`src/rtl/cushion_queue_if.sv`:
```
// Handshake, head-output and forwarding bundle between the execute stage,
// the cushion queue and the memory-read / register-access stages.
interface cushion_queue_if #(
    parameter int unsigned DEPTH     = 4,
    parameter int unsigned PAYLOAD_W = 128
);
    localparam int unsigned CW = $clog2(DEPTH + 1);

    logic                 FLUSH;
    logic                 MEM_WAIT;

    logic                 IN_VALID;
    logic                 IN_READY;
    logic [31:0]          IN_PC;
    logic                 IN_REG_W_EN;
    logic [4:0]           IN_REG_W_RD;
    logic [31:0]          IN_REG_W_DATA;
    logic                 IN_MEM_R_EN;
    logic [4:0]           IN_MEM_R_RD;
    logic [PAYLOAD_W-1:0] IN_PAYLOAD;

    logic                 OUT_VALID;
    logic                 OUT_READY;
    logic [31:0]          OUT_PC;
    logic                 OUT_REG_W_EN;
    logic [4:0]           OUT_REG_W_RD;
    logic [31:0]          OUT_REG_W_DATA;
    logic                 OUT_MEM_R_EN;
    logic [4:0]           OUT_MEM_R_RD;
    logic [PAYLOAD_W-1:0] OUT_PAYLOAD;

    logic                 FULL;
    logic [CW-1:0]        COUNT;

    logic [4:0]           FWD_ADDR;
    logic                 FWD_HIT;
    logic [31:0]          FWD_DATA;
    logic                 FWD_PENDING;

    // Pipeline side: produces entries, consumes the head, asks for forwarding.
    modport master (
        output FLUSH, MEM_WAIT,
        output IN_VALID, IN_PC, IN_REG_W_EN, IN_REG_W_RD, IN_REG_W_DATA,
        output IN_MEM_R_EN, IN_MEM_R_RD, IN_PAYLOAD,
        input  IN_READY,
        input  OUT_VALID, OUT_PC, OUT_REG_W_EN, OUT_REG_W_RD, OUT_REG_W_DATA,
        input  OUT_MEM_R_EN, OUT_MEM_R_RD, OUT_PAYLOAD,
        output OUT_READY,
        input  FULL, COUNT,
        output FWD_ADDR,
        input  FWD_HIT, FWD_DATA, FWD_PENDING
    );

    // Queue side.
    modport slave (
        input  FLUSH, MEM_WAIT,
        input  IN_VALID, IN_PC, IN_REG_W_EN, IN_REG_W_RD, IN_REG_W_DATA,
        input  IN_MEM_R_EN, IN_MEM_R_RD, IN_PAYLOAD,
        output IN_READY,
        output OUT_VALID, OUT_PC, OUT_REG_W_EN, OUT_REG_W_RD, OUT_REG_W_DATA,
        output OUT_MEM_R_EN, OUT_MEM_R_RD, OUT_PAYLOAD,
        input  OUT_READY,
        output FULL, COUNT,
        input  FWD_ADDR,
        output FWD_HIT, FWD_DATA, FWD_PENDING
    );
endinterface

```
`src/rtl/cushion_queue.sv`:
```
// In-order DEPTH-entry buffer between execute and memory-read with
// first-word fall-through head, count-based full/empty and a youngest-first
// associative forwarding search over all pending entries.
module cushion_queue #(
    parameter int unsigned DEPTH     = 4,
    parameter int unsigned PAYLOAD_W = 128
) (
    input logic            CLK,
    input logic            RST,
    cushion_queue_if.slave q
);
    localparam int unsigned PW = $clog2(DEPTH);
    localparam int unsigned CW = $clog2(DEPTH + 1);

    typedef logic [PW-1:0] ptr_t;
    typedef logic [CW-1:0] cnt_t;

    typedef struct packed {
        logic [31:0]          pc;
        logic                 reg_w_en;
        logic [4:0]           reg_w_rd;
        logic [31:0]          reg_w_data;
        logic                 mem_r_en;
        logic [4:0]           mem_r_rd;
        logic [PAYLOAD_W-1:0] payload;
    } entry_t;

    entry_t           mem_q [DEPTH];
    logic [DEPTH-1:0] valid_q, valid_d;
    ptr_t             wr_ptr_q, wr_ptr_d;
    ptr_t             rd_ptr_q, rd_ptr_d;
    cnt_t             count_q, count_d;

    logic   in_ready, out_valid, push, pop;
    entry_t in_entry, head;
    logic   fwd_hit, fwd_pending;
    logic [31:0] fwd_data;

    assign in_ready  = (count_q != cnt_t'(DEPTH));
    assign out_valid = (count_q != '0) && !q.FLUSH;
    assign push      = q.IN_VALID && in_ready && !q.FLUSH;
    assign pop       = out_valid && q.OUT_READY && !q.MEM_WAIT;

    assign in_entry = '{
        pc:         q.IN_PC,
        reg_w_en:   q.IN_REG_W_EN,
        reg_w_rd:   q.IN_REG_W_RD,
        reg_w_data: q.IN_REG_W_DATA,
        mem_r_en:   q.IN_MEM_R_EN,
        mem_r_rd:   q.IN_MEM_R_RD,
        payload:    q.IN_PAYLOAD
    };

    // Next pointers, count and valid bits; flush discards everything.
    always_comb begin
        wr_ptr_d = wr_ptr_q;
        rd_ptr_d = rd_ptr_q;
        count_d  = count_q;
        valid_d  = valid_q;
        if (q.FLUSH) begin
            wr_ptr_d = '0;
            rd_ptr_d = '0;
            count_d  = '0;
            valid_d  = '0;
        end else begin
            if (push) begin
                valid_d[wr_ptr_q] = 1'b1;
                wr_ptr_d          = wr_ptr_q + ptr_t'(1);
            end
            if (pop) begin
                valid_d[rd_ptr_q] = 1'b0;
                rd_ptr_d          = rd_ptr_q + ptr_t'(1);
            end
            case ({push, pop})
                2'b10:   count_d = count_q + cnt_t'(1);
                2'b01:   count_d = count_q - cnt_t'(1);
                default: count_d = count_q;
            endcase
        end
    end

    // Control state register with synchronous active-low reset.
    always_ff @(posedge CLK) begin
        if (!RST) begin
            wr_ptr_q <= '0;
            rd_ptr_q <= '0;
            count_q  <= '0;
            valid_q  <= '0;
        end else begin
            wr_ptr_q <= wr_ptr_d;
            rd_ptr_q <= rd_ptr_d;
            count_q  <= count_d;
            valid_q  <= valid_d;
        end
    end

    // Entry storage; contents are qualified by valid_q so need no reset.
    always_ff @(posedge CLK) begin
        if (RST && push) begin
            mem_q[wr_ptr_q] <= in_entry;
        end
    end

    assign head = mem_q[rd_ptr_q];

    assign q.IN_READY       = in_ready;
    assign q.FULL           = !in_ready;
    assign q.COUNT          = count_q;
    assign q.OUT_VALID      = out_valid;
    assign q.OUT_PC         = out_valid ? head.pc         : '0;
    assign q.OUT_REG_W_EN   = out_valid ? head.reg_w_en   : '0;
    assign q.OUT_REG_W_RD   = out_valid ? head.reg_w_rd   : '0;
    assign q.OUT_REG_W_DATA = out_valid ? head.reg_w_data : '0;
    assign q.OUT_MEM_R_EN   = out_valid ? head.mem_r_en   : '0;
    assign q.OUT_MEM_R_RD   = out_valid ? head.mem_r_rd   : '0;
    assign q.OUT_PAYLOAD    = out_valid ? head.payload    : '0;

    // Forwarding search: walk oldest to youngest so the youngest match wins.
    always_comb begin
        ptr_t idx;
        idx         = '0;
        fwd_hit     = 1'b0;
        fwd_pending = 1'b0;
        fwd_data    = '0;
        if (!q.FLUSH && (q.FWD_ADDR != '0)) begin
            for (int unsigned i = 0; i < DEPTH; i++) begin
                idx = rd_ptr_q + ptr_t'(i);
                if (valid_q[idx]) begin
                    // A load that also claims a register write is still
                    // unresolved, so the load match takes precedence.
                    if (mem_q[idx].mem_r_en && (mem_q[idx].mem_r_rd == q.FWD_ADDR)) begin
                        fwd_hit     = 1'b0;
                        fwd_pending = 1'b1;
                        fwd_data    = '0;
                    end else if (mem_q[idx].reg_w_en && (mem_q[idx].reg_w_rd == q.FWD_ADDR)) begin
                        fwd_hit     = 1'b1;
                        fwd_pending = 1'b0;
                        fwd_data    = mem_q[idx].reg_w_data;
                    end
                end
            end
        end
    end

    assign q.FWD_HIT     = fwd_hit;
    assign q.FWD_PENDING = fwd_pending;
    assign q.FWD_DATA    = fwd_data;
endmodule

```
`src/flat_wrapper.sv`:
```
// flat-port wrapper written by rule: the top's interface ports become plain ports
module cushion_queue_flat 
#(
    parameter int unsigned DEPTH     = 4,
    parameter int unsigned PAYLOAD_W = 128
)
  (CLK, RST, q_FLUSH, q_MEM_WAIT, q_IN_VALID, q_IN_PC, q_IN_REG_W_EN, q_IN_REG_W_RD, q_IN_REG_W_DATA, q_IN_MEM_R_EN, q_IN_MEM_R_RD, q_IN_PAYLOAD, q_IN_READY, q_OUT_VALID, q_OUT_PC, q_OUT_REG_W_EN, q_OUT_REG_W_RD, q_OUT_REG_W_DATA, q_OUT_MEM_R_EN, q_OUT_MEM_R_RD, q_OUT_PAYLOAD, q_OUT_READY, q_FULL, q_COUNT, q_FWD_ADDR, q_FWD_HIT, q_FWD_DATA, q_FWD_PENDING);
  cushion_queue_if #(.DEPTH(DEPTH), .PAYLOAD_W(PAYLOAD_W)) q_i ();
  input logic CLK;
  input logic RST;
  input wire logic [$bits(q_i.FLUSH)-1:0] q_FLUSH;
  input wire logic [$bits(q_i.MEM_WAIT)-1:0] q_MEM_WAIT;
  input wire logic [$bits(q_i.IN_VALID)-1:0] q_IN_VALID;
  input wire logic [$bits(q_i.IN_PC)-1:0] q_IN_PC;
  input wire logic [$bits(q_i.IN_REG_W_EN)-1:0] q_IN_REG_W_EN;
  input wire logic [$bits(q_i.IN_REG_W_RD)-1:0] q_IN_REG_W_RD;
  input wire logic [$bits(q_i.IN_REG_W_DATA)-1:0] q_IN_REG_W_DATA;
  input wire logic [$bits(q_i.IN_MEM_R_EN)-1:0] q_IN_MEM_R_EN;
  input wire logic [$bits(q_i.IN_MEM_R_RD)-1:0] q_IN_MEM_R_RD;
  input wire logic [$bits(q_i.IN_PAYLOAD)-1:0] q_IN_PAYLOAD;
  output wire logic [$bits(q_i.IN_READY)-1:0] q_IN_READY;
  output wire logic [$bits(q_i.OUT_VALID)-1:0] q_OUT_VALID;
  output wire logic [$bits(q_i.OUT_PC)-1:0] q_OUT_PC;
  output wire logic [$bits(q_i.OUT_REG_W_EN)-1:0] q_OUT_REG_W_EN;
  output wire logic [$bits(q_i.OUT_REG_W_RD)-1:0] q_OUT_REG_W_RD;
  output wire logic [$bits(q_i.OUT_REG_W_DATA)-1:0] q_OUT_REG_W_DATA;
  output wire logic [$bits(q_i.OUT_MEM_R_EN)-1:0] q_OUT_MEM_R_EN;
  output wire logic [$bits(q_i.OUT_MEM_R_RD)-1:0] q_OUT_MEM_R_RD;
  output wire logic [$bits(q_i.OUT_PAYLOAD)-1:0] q_OUT_PAYLOAD;
  input wire logic [$bits(q_i.OUT_READY)-1:0] q_OUT_READY;
  output wire logic [$bits(q_i.FULL)-1:0] q_FULL;
  output wire logic [$bits(q_i.COUNT)-1:0] q_COUNT;
  input wire logic [$bits(q_i.FWD_ADDR)-1:0] q_FWD_ADDR;
  output wire logic [$bits(q_i.FWD_HIT)-1:0] q_FWD_HIT;
  output wire logic [$bits(q_i.FWD_DATA)-1:0] q_FWD_DATA;
  output wire logic [$bits(q_i.FWD_PENDING)-1:0] q_FWD_PENDING;
  assign q_i.FLUSH = q_FLUSH;
  assign q_i.MEM_WAIT = q_MEM_WAIT;
  assign q_i.IN_VALID = q_IN_VALID;
  assign q_i.IN_PC = q_IN_PC;
  assign q_i.IN_REG_W_EN = q_IN_REG_W_EN;
  assign q_i.IN_REG_W_RD = q_IN_REG_W_RD;
  assign q_i.IN_REG_W_DATA = q_IN_REG_W_DATA;
  assign q_i.IN_MEM_R_EN = q_IN_MEM_R_EN;
  assign q_i.IN_MEM_R_RD = q_IN_MEM_R_RD;
  assign q_i.IN_PAYLOAD = q_IN_PAYLOAD;
  assign q_IN_READY = q_i.IN_READY;
  assign q_OUT_VALID = q_i.OUT_VALID;
  assign q_OUT_PC = q_i.OUT_PC;
  assign q_OUT_REG_W_EN = q_i.OUT_REG_W_EN;
  assign q_OUT_REG_W_RD = q_i.OUT_REG_W_RD;
  assign q_OUT_REG_W_DATA = q_i.OUT_REG_W_DATA;
  assign q_OUT_MEM_R_EN = q_i.OUT_MEM_R_EN;
  assign q_OUT_MEM_R_RD = q_i.OUT_MEM_R_RD;
  assign q_OUT_PAYLOAD = q_i.OUT_PAYLOAD;
  assign q_i.OUT_READY = q_OUT_READY;
  assign q_FULL = q_i.FULL;
  assign q_COUNT = q_i.COUNT;
  assign q_i.FWD_ADDR = q_FWD_ADDR;
  assign q_FWD_HIT = q_i.FWD_HIT;
  assign q_FWD_DATA = q_i.FWD_DATA;
  assign q_FWD_PENDING = q_i.FWD_PENDING;
  cushion_queue #(.DEPTH(DEPTH), .PAYLOAD_W(PAYLOAD_W)) u_core (.CLK(CLK), .RST(RST), .q(q_i));
endmodule
```
`config.mk`:
```
export PLATFORM = sky130hd
export DESIGN_NAME = cushion_queue_flat
export DESIGN_NICKNAME = d
export VERILOG_FILES = /design/src/rtl/cushion_queue_if.sv /design/src/rtl/cushion_queue.sv /design/src/flat_wrapper.sv
export SDC_FILE = /design/constraint.sdc
export NUM_CORES = 1
export LEC_CHECK = 0
export BUFFER_PORTS_ARGS = -buffer_cell sky130_fd_sc_hd__buf_2
export CORE_UTILIZATION = 58
export CTS_CLUSTER_SIZE = 28
export DETAILED_ROUTE_END_ITERATION = 8
export PLACE_DENSITY = 0.84
export SYNTH_ARGS = -nofsm -noshare
export SYNTH_HDL_FRONTEND = slang
export SYNTH_SLANG_ARGS = --single-unit
```
`constraint.sdc`:
```
create_clock -name CLK -period 8 [get_ports CLK]
set_input_delay 0.4 -clock CLK [delete_from_list [all_inputs] [get_ports CLK]]
set_output_delay 0.4 -clock CLK [all_outputs]
set_load 0.1 [all_outputs]
```
### Word level (Yosys, flattened, before mapping)

Memory sizes are Yosys's and may differ from the RTL's. A register that Yosys moved wholly into a read port is not among the register bits.
Index checks and enable logic that the tools add are counted.

| cells by class | value |
|---|---|
| add/subtract/negate cells | 6 |
| $lt $le $gt $ge | 7 |
| equality and inequality tests | 11 |
| multiplexer cells | 65 |
| bitwise operators | 4 |
| reduce and logical (&&, ||, !) cells | 24 |

Operator list:

| kind | count |
|---|---|
| two-way mux 32 bit | 15 |
| two-way mux 128 bit | 1 |
| equality test 5 bit | 8 |
| two-way mux 1 bit | 35 |
| logical AND 1 bit | 17 |
| < comparator 2 x 3 -> 1 bit, second input constant | 5 |
| two-way mux 4 bit | 3 |
| two-way mux 5 bit | 2 |
| binary-select mux 1 bit (select 2 bit) | 4 |
| case mux 3 bit (2 select lines) | 1 |
| nonzero test 5 bit | 1 |
| adder 2 x 1 -> 2 bit, second input constant | 2 |
| adder 2 bit, second input constant | 2 |
| AND 4 bit | 1 |
| demux 1 bit (select 2 bit) | 2 |
| >= comparator 2 x 1 -> 1 bit, second input constant | 2 |
| two-way mux 2 bit | 2 |
| NOT 4 bit | 1 |
| bitwise OR 4 bit | 1 |
| adder 3 x 1 -> 3 bit, second input constant | 1 |
| zero test 1 bit | 3 |
| != test 3 bit, second input constant | 1 |
| nonzero test 3 bit | 1 |
| subtractor 3 x 1 -> 3 bit, second input constant | 1 |
| other kinds (5) | 5 |

| word-level totals | value |
|---|---|
| flip-flop bits (word level) | 11 |
| RAM bits | 816 |
| input bits | 215 |
| output and inout bits | 244 |
| logic and storage cells | 122 |
| memories kept | 1 |

Memory list:

| name | words | width | read ports | clocked after memory_dff | write ports | line | RTL |
|---|---|---|---|---|---|---|---|
| u_core.mem_q | 4 | 204 | 4 | 1 | 1 | cushion_queue.sv:28 | `entry_t mem_q [DEPTH];` |

### Depth between registers and ports, before layout

Gate-level depths: netlist of the first run.

| depth | value |
|---|---|
| depth after elaboration | 15 |
| depth in mapped cells | 18 |

### Worst setup path after synthesis of the first run

OpenSTA, ideal clock, no wires.

| timing path | value |
|---|---|
| path type | register to register |
| from | reg u_core.count_q[0] (netlist: u_core.q.COUNT[0]) |
| to | mem u_core.mem_q[3][0] (netlist bit), enable pin |
| library setup time | 0.592 ns |
| arrival time | 7.164 ns |
| required time | 7.408 ns |
| setup slack | 0.245 ns |
| cell stages (with the launch flop) | 6 |
| path buffers | 0 |
| path through | dfxtp_1 > nor2_1 > nand2_1 > nand2_1 > nor2_1 > and3_1 |

| on the way | value |
|---|---|
| word-level cells in the longest chain between the ends | 6 |

RTL lines:

| what | line | RTL |
|---|---|---|
| from (decl) | cushion_queue.sv:32 | `cnt_t count_q, count_d;` |
| from (signal assigned) | cushion_queue.sv:92 | `count_q <= count_d;` |
| != test 3 bit | cushion_queue.sv:39 | `assign in_ready = (count_q != cnt_t'(DEPTH));` |
| net q_IN_READY | flat_wrapper.sv:21 | `output wire logic [$bits(q_i.IN_READY)-1:0] q_IN_READY;` |
| logical AND 1 bit (2 in a row) | cushion_queue.sv:41 | `assign push = q.IN_VALID && in_ready && !q.FLUSH;` |
| logical AND 1 bit | cushion_queue.sv:99 | `if (RST && push) begin` |
| two-way mux 1 bit | cushion_queue.sv:99 |  |
| two-way mux 1 bit (not written as such) | cushion_queue.sv:100 | `mem_q[wr_ptr_q] <= in_entry;` |
| to (decl) | cushion_queue.sv:28 |  |

The timed path passes the listed nets, and every way through them passes these cells.

### Final worst setup path of the first run

| timing path | value |
|---|---|
| from | reg u_core.rd_ptr_q[0] |
| to | out q_FWD_DATA[27] |

| on the way | value |
|---|---|
| word-level cells in the longest chain between the ends | 14 |

RTL lines:

| what | line | RTL |
|---|---|---|
| from (decl) | cushion_queue.sv:31 | `ptr_t rd_ptr_q, rd_ptr_d;` |
| from (signal assigned) | cushion_queue.sv:91 | `rd_ptr_q <= rd_ptr_d;` |
| adder 2 x 1 -> 2 bit | cushion_queue.sv:127 | `idx = rd_ptr_q + ptr_t'(i);` |
| memory read (4 x 204 bit) | - |  |
| equality test 5 bit | cushion_queue.sv:135 | `end else if (mem_q[idx].reg_w_en && (mem_q[idx].reg_w_rd == q.FWD_ADDR)) begin` |
| logical AND 1 bit | cushion_queue.sv:135 |  |
| two-way mux 32 bit | cushion_queue.sv:135 |  |
| two-way mux 32 bit | cushion_queue.sv:131 | `if (mem_q[idx].mem_r_en && (mem_q[idx].mem_r_rd == q.FWD_ADDR)) begin` |
| two-way mux 32 bit | cushion_queue.sv:128 | `if (valid_q[idx]) begin` |
| two-way mux 32 bit | cushion_queue.sv:135 |  |
| two-way mux 32 bit | cushion_queue.sv:131 |  |
| two-way mux 32 bit | cushion_queue.sv:128 |  |
| two-way mux 32 bit | cushion_queue.sv:135 |  |
| two-way mux 32 bit | cushion_queue.sv:131 |  |
| two-way mux 32 bit * | cushion_queue.sv:128 |  |
| two-way mux 32 bit * | cushion_queue.sv:125 | `if (!q.FLUSH && (q.FWD_ADDR != '0)) begin` |
| to (decl) | flat_wrapper.sv:35 | `output wire logic [$bits(q_i.FWD_DATA)-1:0] q_FWD_DATA;` |

Mark *: on every way between the ends. The rest lies on a longest branch, timed or not. The select of a mux whose other input is x is not followed.

==> results of run 1 <==
[cells in the final DEF (no fill, tap or decap), drive strengths merged, types with 3 or more instances in the layout]
cell and instances:
a211oi 8, a21oi 41, and2 204, and3 5
buf 482, bufinv 8, clkbuf 102, clkinv 36
clkinvlp 5, dfxtp 13, diode 11, dlygate4sd3 199
edfxtp 816, ha 9, inv 11, mux2 34
mux2i 7, mux4 333, nand2 15, nand3 4
nand4 4, nor2 74, nor3 4, o211a 30
o21ai 6, or4 3, xnor2 31, xor2 16
[metal layers]
metal	global-route usage [%]	wire, um	vias up
met5	0	65	-
met2	48.1	46500	1226
met1	35.6	31700	10900
met3	6.71	8130	228
met4	11.3	3410	10
li1	-	-	8754
[timing repair]
item	CTS	global route
endpoints found under the hold margin	794	0
hold buffers	199	0
setup endpoints to repair	0	0
[state kept, by name, summed over array words and instances, names as in the netlist, named ones only]
register and count:
u_core.mem_q 816, u_core.rd_ptr_q 2, u_core.q.COUNT 3, u_core.wr_ptr_q 2, u_core.valid_q 4
[through the flow]
stage / hold WS [ps] / std cells
2_1_floorplan: 469 / 1813
3_3_place_gp: 482 / 3006
3_5_place_dp: 504 / 3006
4_1_cts: 2.43 / 3357
5_1_grt: 15.6 / 3363
6_report: 37.3 / 3368
[cells by family (layout without fill, tap and decap cells)]
logic type,Yosys count,count (layout)
AND/OR/NAND/NOR,325,325
buffers and inverters,136,843
multiplexers,374,374
other,0,11
AO/OA/AOI/OAI,92,92
adder cells (fa/ha/maj),10,10
XOR/XNOR,47,47
flip-flops,829,829
[synthesized netlist by cell type (3+ instances only)]
cell and number:
a211oi_1 8, a21oi_1 41, and2_1 204, and3_1 5, buf_1 12, buf_2 39
buf_4 4, buf_6 10, clkbuf_1 61, dfxtp_1 13, edfxtp_1 816, ha_1 9
inv_1 9, mux2_2 33, mux2i_1 7, mux4_1 4, mux4_2 329, nand2_1 15
nand3_1 3, nand4_1 4, nor2_1 74, nor3_1 4, o211a_1 30, o21ai_0 5
xnor2_1 31, xor2_1 16
[worst reg2reg max path, delay by kind of cell (launching register included)]
family        cells  cell delay [ps]
simple gates      5             1750
buf+inv           1              920
flops             1              410
[final cells by class]
cell class	instances	area, um^2
Clock buffer	102	2210
Clock inverter	50	557
Timing Repair Buffer	681	4510
Fill cell	3578	17700
Inverter	10	37.5
Tap cell	837	1050
Multi-Input combinational cell	848	11100
Sequential cell	829	24800
Antenna cell	11	27.5
[final timing paths]
check	start	endpoint	slack, ps	cells after the start
worst min register to register	u_core.wr_ptr_q[1]	u_core.wr_ptr_q[1]	520	2
worst max-delay path	u_core.rd_ptr_q[0]	q_FWD_DATA[27]	2190	10
worst min-delay path	q_IN_REG_W_DATA[9]	u_core.mem_q[1][143]	40	1
worst max register to register	u_core.q.COUNT[0]	u_core.mem_q[0][107]	4490	6
[report_power, final]
part / internal (mW) / switching [mW] / leakage (nW)
Clock: 2.25 / 1.68 / 1.33
Sequential: 4.82 / 0.0192 / 7.48
Combinational: 0.176 / 0.289 / 6.55
==> impl_metrics.py, run 1 <==
metrics = {
    "outcome": {
        "status": "finished clean",
    },
    "sta": {
        "fin_setup_tns_ps": 0,
        "fmax_mhz": 172,
        "tightestPinTransition_ps": 1240,
        "finalHoldViolCount": 0,
        "fin_skew_ps": 48.3,
        "setup_violations": 0,
        "fin_crit_ps": 5810,
        "max-slew-margin-rel_pct": 17.2,
        "post-route-period-util_pct": 72.7,
        "rsz0062_at_grt": "false",
        "slew_violations": 0,
        "fin_ws_ps": 2190,
    },
    "logic_synthesis": {
        "avgSynthCellArea_um2": 20.1,
        "ys_seq_elements": 829,
        "async_reset_ff_share_pct": 0,
        "synth_top_family_by_area": "multiplexers",
        "synth_nets": 2038,
        "synth-xor-area-share_pct": 1.13,
        "synth_mux_area_share_pct": 21.9,
        "synth-main-ff-cell": "edfxtp_1",
        "netlist_area_mm2": 0.0364,
        "synth_top_cell_by_area": "edfxtp_1",
        "netlist.area_leader.share_pct": 67.3,
        "yosys_warnings": 0,
        "synth_adder_area_share_pct": 0.364,
        "synth_compound_area_share_pct": 1.84,
        "synth_area_leaders": "edfxtp_1 67%, mux4_2 20%, and2_1 3.5%",
        "ys_seq_area_share_pct": 68.0,
        "synth_enable_flop_cells": 816,
        "synthSimpleGateAreaFrac_pct": 5.04,
        "synth_cells": 1813,
        "synth_cell_type_count": 49,
    },
    "worst_setup_path": {
        "cp-end-kind": "output port",
        "worst_setup_path_start_kind": "flop",
        "cp.required_ps": 7600,
        "cp_cell_sequence": "inv_1, ha_4, buf_4, a21oi_1, or4_2, buf_4, nand2b_4, nand3_4, o211a_1, buf_2",
        "cp_top_family": "buffers and inverters",
        "critPathMaxFanout": 68,
        "critPathArrivalTime_ps": 5410,
        "crit_buf_inv": 4,
        "slowest_stage": "ha_4",
        "cpMostUsedCell": "buf_4",
        "max_stage_delay_ps": 780,
        "critPathKind": "reg -> out",
    },
    "cells_and_area": {
        "final_cell_area_mm2": 0.0442,
        "drive_above_1_share_pct": 38.9,
        "final_util_pct": 71.4,
        "syn_to_final_growth_pct": 21.4,
        "num-nets-final": 2680,
    },
    "hold_path": {
        "min_path_type": "in -> reg",
    },
    "die": {
        "die-area_mm2": 0.0638,
        "fp.dieW_um": 253,
        "pin_count": 459,
        "die_y_um": 253,
        "rows": 91,
        "core-area_mm2": 0.0619,
        "initial_core_util_pct": 58.8,
    },
    "clock_tree": {
        "clk_pin_slew_ps": 60,
        "ctsHtreeMaxLevel": 3,
        "cts.sink_count": 829,
        "root_buffer": "clkbuf_16",
        "clockBufferDepth": 3,
        "post_cts_resized": 0,
        "cts_setup_buffers": 0,
        "clk-insertion-delay-late_ps": 640,
        "cts_buffers": 85,
        "tritoncts": "yes",
    },
    "power": {
        "p_leak_nw": 15.4,
        "power_density_mw_per_mm2": 209,
        "ir_drop_mv": 0.278,
        "finalPower_mw": 9.23,
    },
    "global_routing": {
        "grt_pass1_wl_mm": 134,
        "antenna_found_initial": 11,
        "grt_pass1_vias": 22100,
        "grt_max_degree": 164,
        "gr-total-overflow": 0,
        "grt_usage_pct": 28.4,
    },
    "placed_design": {
        "dp.final_hpwl_mm": 49.9,
        "place_area_mm2": 0.0394,
        "pre_cts_slack_ps": 2860,
        "io_buffers": 458,
        "place_congestion": 0.941,
    },
    "drt": {
        "viasPerCell": 6.26,
        "ant_nets": 0,
        "drtIter0Drc": 2204,
        "num_vias": 21100,
        "wl_per_cell_um": 26.7,
        "drc": 0,
        "drt_pass1_iterations": 5,
        "wirelength_mm": 89.8,
    },
    "flow_run": {
        "cap_violations": 0,
    },
}
No activity file was read; power rests on OpenSTA's default activity.
==> run 2: changes to the inputs <==
clock period = 5.8 ns   (was 8 ns; I/O delays follow)
==> run 2 against run 1 <==
  * Worst hold slack improved by 110 ps
  * Global-route usage rose by 0.18 points
  * Clock power rose by 30%
  * Worst setup slack got worse by 1500 ps
  * First-iteration DRC count rose by 5.1%
  * Clock-buffer cell count fell by 1
  * Total power rose by 35%
  * Core utilization fell by 0.11 points
==> impl_metrics.py, run 2 (synthesized netlist as in run 1, its figures left out) <==
metrics = {
    "worst_setup_path": {
        "critPathMaxFanout": 58,
        "cp.required_ps": 5510,
        "cp_cell_sequence": "buf_4, mux4_2, xor2_1, or4_2, buf_4, a21oi_1, o211a_1, buf_2",
        "cp-end-kind": "output port",
        "critPathArrivalTime_ps": 4830,
        "crit_cells": 8,
        "slowest_stage": "or4_2",
        "max_stage_delay_ps": 880,
        "r2r_cells": 6,
        "critPathKind": "reg -> out",
        "crit_buf_inv": 3,
        "cp_top_family": "buffers and inverters",
        "cpMostUsedCell": "buf_4",
        "worst_setup_path_start_kind": "flop",
    },
    "clock_tree": {
        "cts.sink_count": 829,
        "ctsHtreeMaxLevel": 3,
        "tritoncts": "yes",
        "cts_buffers": 83,
        "clockBufferDepth": 3,
        "root_buffer": "clkbuf_16",
        "clk_pin_slew_ps": 60,
        "clk-insertion-delay-late_ps": 650,
    },
    "power": {
        "power_density_mw_per_mm2": 281,
        "p_leak_nw": 15.3,
        "finalPower_mw": 12.4,
        "ir_drop_mv": 0.382,
    },
    "drt": {
        "highest_layer": "met5",
        "num_vias": 21400,
        "drt_pass1_iterations": 6,
        "wl_met2_mm": 48.8,
        "wl_met3_mm": 8.33,
        "ant_nets": 0,
        "wirelength_mm": 93.2,
        "drc": 0,
        "viasPerCell": 6.36,
        "drtIter0Drc": 2317,
        "met1_length_mm": 32.9,
        "wl_per_cell_um": 27.7,
    },
    "cells_and_area": {
        "largest_register_ffs": 816,
        "drive_above_1_share_pct": 38.8,
        "final_cell_mix": "816 x edfxtp_1, 458 x buf_2, 329 x mux4_2",
        "final_common_cell": "edfxtp_1",
        "top_register": "u_core.mem_q",
        "stdcell_count": 3369,
        "num-nets-final": 2685,
        "syn_to_final_growth_pct": 21.2,
        "fillers": 3574,
    },
    "sta": {
        "tightestPinTransition_ps": 1070,
        "fin_crit_ps": 5120,
        "post-route-period-util_pct": 88.2,
        "fin_setup_tns_ps": 0,
        "fin_skew_ps": 40.3,
        "finalHoldViolCount": 0,
        "setup_violations": 0,
        "fmax_mhz": 195,
        "fin_ws_ps": 682,
        "slew_violations": 0,
        "max-slew-margin-rel_pct": 28.8,
        "hold_slack_ps": 143,
        "rsz0062_at_grt": "false",
    },
    "die": {
        "die-area_mm2": 0.0638,
        "die_y_um": 253,
        "core-area_mm2": 0.0619,
        "fp.dieW_um": 253,
        "initial_core_util_pct": 58.8,
        "rows": 91,
        "pin_count": 459,
    },
    "hold_path": {
        "hold_depth": 3,
        "min_path_type": "in -> reg",
    },
    "global_routing": {
        "grt_pass1_wl_mm": 136,
        "antenna_found_initial": 8,
        "grt_pass1_vias": 22000,
        "grt_max_degree": 206,
        "gr-total-overflow": 0,
        "grt_usage_pct": 28.6,
    },
    "placed_design": {
        "placed_cells_incl_taps": 3007,
        "dp.final_hpwl_mm": 49.0,
        "place_congestion": 0.965,
        "io_buffers": 458,
        "pre_cts_slack_ps": 1250,
    },
    "flow_run": {
        "cap_violations": 0,
    },
    "outcome": {
        "status": "finished clean",
    },
}
run 2: cell types whose count changed in the layout (fill, tap and decap cells not counted), sizes merged, moves of 2 or more:
cell / delta
clkinv: +10
bufinv: -7
dlygate4sd3: +6
diode: -4
clkinvlp: -2
inv: -2
run 2: path summary, 6_finish.rpt:
| path | startpoint | to | slack, ps |
|---|---|---|---|
| setup / recovery | u_core.rd_ptr_q[0] | q_FWD_DATA[26] | 680 |
| hold / removal | q_MEM_WAIT | u_core.valid_q[1] | 140 |
| setup reg to reg | u_core.q.COUNT[0] | u_core.mem_q[1][181] | 2650 |
| hold reg to reg | u_core.wr_ptr_q[1] | u_core.wr_ptr_q[1] | 530 |
run 2: layout make-up:
class / count / area, um^2 / area share [%]
diodes: 7 / 17.5 / 0.0397
flip-flops and latches: 829 / 24800 / 56.1
clock inverters: 49 / 380 / 0.861
well taps: 837 / 1050 / 2.37
multi-input cells: 848 / 11100 / 25.1
repair buffers: 688 / 4640 / 10.5
clock buffers: 101 / 2190 / 4.95
inverters: 10 / 37.5 / 0.0850
run 2: report_power, final:
| part | internal [mW] | switching (mW) | total [mW] |
|---|---|---|---|
| clock | 2.76 | 2.34 | 5.10 |
| combinational | 0.248 | 0.404 | 0.652 |
| sequential | 6.64 | 0.0291 | 6.67 |
run 2: stage by stage:
step	area (um^2)	util, %
after global routing	44200	71.3
final	44200	71.3
after global placement	39500	63.8
after CTS	44100	71.3
after floorplan	36400	-
after detailed placement	39500	63.8
run 2: worst min-delay path: stages:
cell,delay [ps]
buf_2,80
nor4b_2,100
a211oi_1,230
run 2: per-layer routing:
layer  up-vias  global-route usage [%]
met2      1368                    48.8
met1     11100                    36.4
met3       213                    6.40
met5         -                       0
met4         6                    9.90
li1       8774                       -
run 2: timing repair:
item,CTS,global route
hold buffers,205,0
resized for setup,0,0
buffers inserted,0,0
endpoints found under the hold margin,817,0
